**src/rtl/hs_rr_arbiter.sv**
```systemverilog
// hs_rr_arbiter: round-robin arbiter that merges N_CH valid/ready burst channels into one registered output
// Ports:
//   clk, rst_n                 clock, asynchronous active-low reset
//   in_valid/in_ready          per-channel handshake
//   in_data/in_addr            per-channel payload, channel c at [c*W +: W]
//   in_last                    per-channel end-of-burst marker
//   grant                      one-hot current owner, zero while arbitrating
//   out_valid/out_ready        output handshake
//   out_data/out_addr/out_last registered beat
//   out_ch                     source channel of the registered beat
module hs_rr_arbiter #(
    parameter int N_CH      = 4,
    parameter int D_WIDTH   = 32,
    parameter int A_WIDTH   = 8,
    parameter int MAX_BEATS = 8
) (
    input  logic                       clk,
    input  logic                       rst_n,
    input  logic [N_CH-1:0]            in_valid,
    output logic [N_CH-1:0]            in_ready,
    input  logic [N_CH*D_WIDTH-1:0]    in_data,
    input  logic [N_CH*A_WIDTH-1:0]    in_addr,
    input  logic [N_CH-1:0]            in_last,
    output logic [N_CH-1:0]            grant,
    output logic                       out_valid,
    input  logic                       out_ready,
    output logic [D_WIDTH-1:0]         out_data,
    output logic [A_WIDTH-1:0]         out_addr,
    output logic                       out_last,
    output logic [$clog2(N_CH)-1:0]    out_ch
);
    localparam int CW = $clog2(N_CH);
    localparam logic [0:0] IDLE = 1'b0;
    localparam logic [0:0] OWN  = 1'b1;

    logic [0:0]    state;
    logic          armed;
    logic [CW-1:0] ptr;
    logic [CW-1:0] sel;
    logic [CW-1:0] idx;
    logic          found;
    logic [7:0]    cnt;
    logic          ch_xfer;
    logic          exit_now;

    // First valid channel searching upward from ptr+1, wrapping modulo N_CH
    always_comb begin
        sel   = ptr;
        idx   = ptr;
        found = 1'b0;
        for (int i = 1; i <= N_CH; i++) begin
            idx = CW'((int'(ptr) + i) % N_CH);
            if (!found && in_valid[idx]) begin
                found = 1'b1;
                sel   = idx;
            end
        end
    end

    assign in_ready = grant & {N_CH{!out_valid || out_ready}};
    assign ch_xfer  = |(in_valid & in_ready);
    assign exit_now = in_last[ptr] || (({1'b0, cnt} + 9'd1) == 9'(MAX_BEATS));

    // armed holds off arbitration for one cycle after reset release
    always_ff @(posedge clk or negedge rst_n) begin
        if (!rst_n) begin
            state <= IDLE;
            armed <= 1'b0;
            grant <= '0;
            ptr   <= CW'(N_CH - 1);
            cnt   <= '0;
        end else begin
            armed <= 1'b1;
            if (state == IDLE) begin
                if (armed && found) begin
                    state      <= OWN;
                    grant      <= '0;
                    grant[sel] <= 1'b1;
                    ptr        <= sel;
                    cnt        <= '0;
                end
            end else if (ch_xfer) begin
                cnt <= cnt + 8'd1;
                if (exit_now) begin
                    state <= IDLE;
                    grant <= '0;
                end
            end
        end
    end

    always_ff @(posedge clk or negedge rst_n) begin
        if (!rst_n) begin
            out_valid <= 1'b0;
            out_data  <= '0;
            out_addr  <= '0;
            out_last  <= 1'b0;
            out_ch    <= '0;
        end else if (ch_xfer) begin
            out_valid <= 1'b1;
            out_data  <= in_data[ptr*D_WIDTH +: D_WIDTH];
            out_addr  <= in_addr[ptr*A_WIDTH +: A_WIDTH];
            out_last  <= in_last[ptr];
            out_ch    <= ptr;
        end else if (out_ready) begin
            out_valid <= 1'b0;
        end
    end
endmodule

```
**config.mk**
```make
export PLATFORM = sky130hd
export DESIGN_NAME = hs_rr_arbiter
export DESIGN_NICKNAME = d
export VERILOG_FILES = /design/src/rtl/hs_rr_arbiter.sv
export SDC_FILE = /design/constraint.sdc
export NUM_CORES = 1
export LEC_CHECK = 0
export CORE_ASPECT_RATIO = 0.75
export CORE_UTILIZATION = 34
export CTS_CLUSTER_DIAMETER = 100
export DETAILED_ROUTE_END_ITERATION = 8
export PLACE_DENSITY = 0.78
export SKIP_LAST_GASP = 1
export SLEW_MARGIN = 0
export SYNTH_ARGS = -nofsm -noshare
export SYNTH_HDL_FRONTEND = slang
export SYNTH_SLANG_ARGS = --single-unit
```
**constraint.sdc**
```tcl
create_clock -name clk -period 1.9 [get_ports clk]
set_input_delay 0.19 -clock clk [delete_from_list [all_inputs] [get_ports clk]]
set_output_delay 0.19 -clock clk [all_outputs]
set_load 0.05 [all_outputs]
```
==> reports/metrics.cfg <==
[run_status]
status = complete, no violations

[synthesis]
yosys_warnings = 0
ys_async_sr_fraction_pct = 100
avgSynthCellArea_sq_um = 14.3
netlist_instances = 250
synth_nets = 423
ys_top_cells_by_area = dfrtp_1 41%, mux4_2 26%, mux2_1 12%
ys_seq_area_share_pct = 42.0
yosysTopAreaCellShare_pct = 40.5
synthFlopType = dfrtp_1
synth_edf_count = 0
ys_seq_elements = 60
synthesis.area_sq_um = 3580
ys_types = 37
yosysTopAreaCell = dfrtp_1

[detailed_routing]
vias = 3241
drt-pass1-iter-count = 4
wl_per_cell_microns = 18.4
drt_iter0_drc = 83
routed-wl-met3_microns = 785
viasPerCell = 5.17
drc = 0
top_layer_used = met4
postRouteWirelength_microns = 11500
antenna_left = 0
wl_met2_microns = 6040
wl_met1_microns = 4440

[pwr]
ir_worst_vdd_v = 0.000310
powerDensity_nw_per_um2 = 522
p_leak_nw = 2.69
power_mw = 3.40

[setup_path]
cp-start-kind = flip-flop
path_cells = ha_4 > and4_4 > o21ai_2 > a2111oi_4 > nor3_4 > a221o_1
path_max_fanout = 5
slowest_delay_ps = 430
end_kind = flip-flop
crit_required_ps = 2110
cp.arrival_ps = 2090
critPathKind = reg -> reg
critPathSlowestCell = dfrtp_2

[sta]
finalCriticalPeriod_ps = 1880
hold_ws_ps = 371
hold_viol_final = 0
worst_pin_slew_ps = 583
rsz0062_at_grt = true
finalCritPeriodShare_pct = 99.0
fmax_mhz = 532
max_slew_margin_pct = 61.0
finalSetupTns_ps = 0
setup_viol = 0
clock-skew-final_ps = 8.90
drv_slew = 0
fin_ws_ps = 19.1

[global_routing]
grtUsageTotal_pct = 21.6
grt_start_max_net_pins = 42
grt_pass1_wl_microns = 17900
gr-total-overflow = 0
antenna_found_initial = 0
grt_pass1_vias = 3512

[cts]
cts_sinks = 60
clk_pin_slew_ps = 60
clk_path_buf_depth = 2
h-tree-depth = 3
cts_tree = yes
cts-root-buf = clkbuf_16
clk_latency_ps = 330
numCtsBuffers = 9

[layout]
fin_nets = 659
layout-drive-gt1-share_pct = 20.8
instances_no_fill = 627
diodes = 0
fin_area_sq_um = 6510
areaGrowthSynthToFinish_pct = 81.8
finish.utilization_pct = 63.5

[placement]
dp.cells = 608
portBuffers = 222
hpwl_microns = 9070
pre_cts_ws_ps = -34.4
placed_area_sq_um = 6120
gp_congestion = 0.839

[hold_path]
hp-class = in -> async

[die]
core-area_sq_um = 10200
rows = 32
die_w_microns = 121
initial_core_util_pct = 34.9
die_h_microns = 90.9
pin_count = 223
dieArea_sq_um = 11000

[job]
maxCapViolCount = 0

path summary, 6_finish.rpt:
kind / startpoint / end / slack (ps) / cells past startpoint
max: cnt[0] / grant[2] / 20 / 6
min: rst_n / grant[0] / 370 / 2
max reg2reg: cnt[0] / grant[2] / 20 / 6
min reg2reg: out_last / out_last / 480 / 1
max in group asynchronous: rst_n / out_addr[7] / 930 / 3
min in group clk: out_last / out_last / 480 / 1
cell usage in the layout (no fill, tap or decap), types with 4 or more instances in the layout:
master	instances
buf_4	14
o21ai_1	10
nand2_1	7
nand2b_1	5
clkdlybuf4s50_1	217
dfrtp_2	4
buf_12	9
dfrtp_1	54
and3_1	6
xor2_1	4
mux2_1	39
mux4_2	41
nor2_1	5
a221o_1	4
nand3_1	13
clkbuf_16	10
and2_1	5
registers in the layout (all words and copies together), names as in the netlist:
signal	count
out_last	1
cnt	8
state	1
out_ch	2
out_valid	1
out_addr	8
ptr	2
grant	4
out_data	32
armed	1
power by group:
group / internal (mW) / switching [mW] / total (mW)
Combinational: 0.376 / 0.104 / 0.480
Clock: 1.05 / 0.589 / 1.64
Sequential: 1.28 / 0.000554 / 1.28
Total: 2.70 / 0.694 / 3.40
routing by layer:
metal | vias to the layer above | track usage [%]
met5 | - | 0
met4 | 0 | 7.82
met3 | 21 | 4.61
met2 | 146 | 38.7
met1 | 1619 | 25.5
li1 | 1455 | -
logic make-up after synthesis:
group,count (synthesis),synth area share (%)
muxes,83,39.0
DFF,60,42.0
other,1,0.105
buffers and inverters,22,3.11
and+or+nand+nor,47,7.20
AOI/OAI and AO/OA,29,6.46
adders and majority gates,2,0.698
xor gates and xnor gates,6,1.47
cells in the mapped netlist, types with 3 or more instances:
cell      instances
dfrtp_1          58
buf_4             3
nor2_1            5
and2_1            6
clkbuf_1          6
nand3_1          13
mux2_1           39
o21a_1            3
nand2_1           7
nand2b_1          5
a221o_1           4
inv_1             3
buf_2             8
and3_1            6
mux4_2           41
o21ai_1          10
xor2_1            4
mux2_2            3
critical path, delay by kind of cell, from the launching register on:
kind	cells	cell delay, ps
flip-flops	1	430
AO/OA/AOI/OAI	3	830
adder cells (fa/ha/maj)	1	160
AND/OR/NAND/NOR	2	330
repair_timing:
item                       4_1_cts  5_1_grt
buffers inserted                 0        1
resized for setup                2        7
hold buffers                     1        0
cloned                           0        1
setup endpoints to repair        6       27
hold endpoints to repair        17        0
pin swaps                        1        5
area by class of cell:
type / instances / area, sq um
tap: 136 / 170
inverter: 3 / 11.3
multi-input combinational: 168 / 2010
timing repair buffer: 244 / 2510
sequential: 60 / 1510
clock buffer: 10 / 239
clock inverter: 6 / 63.8
fill: 792 / 3740
Note: power is estimated with default switching activity, not from simulation.
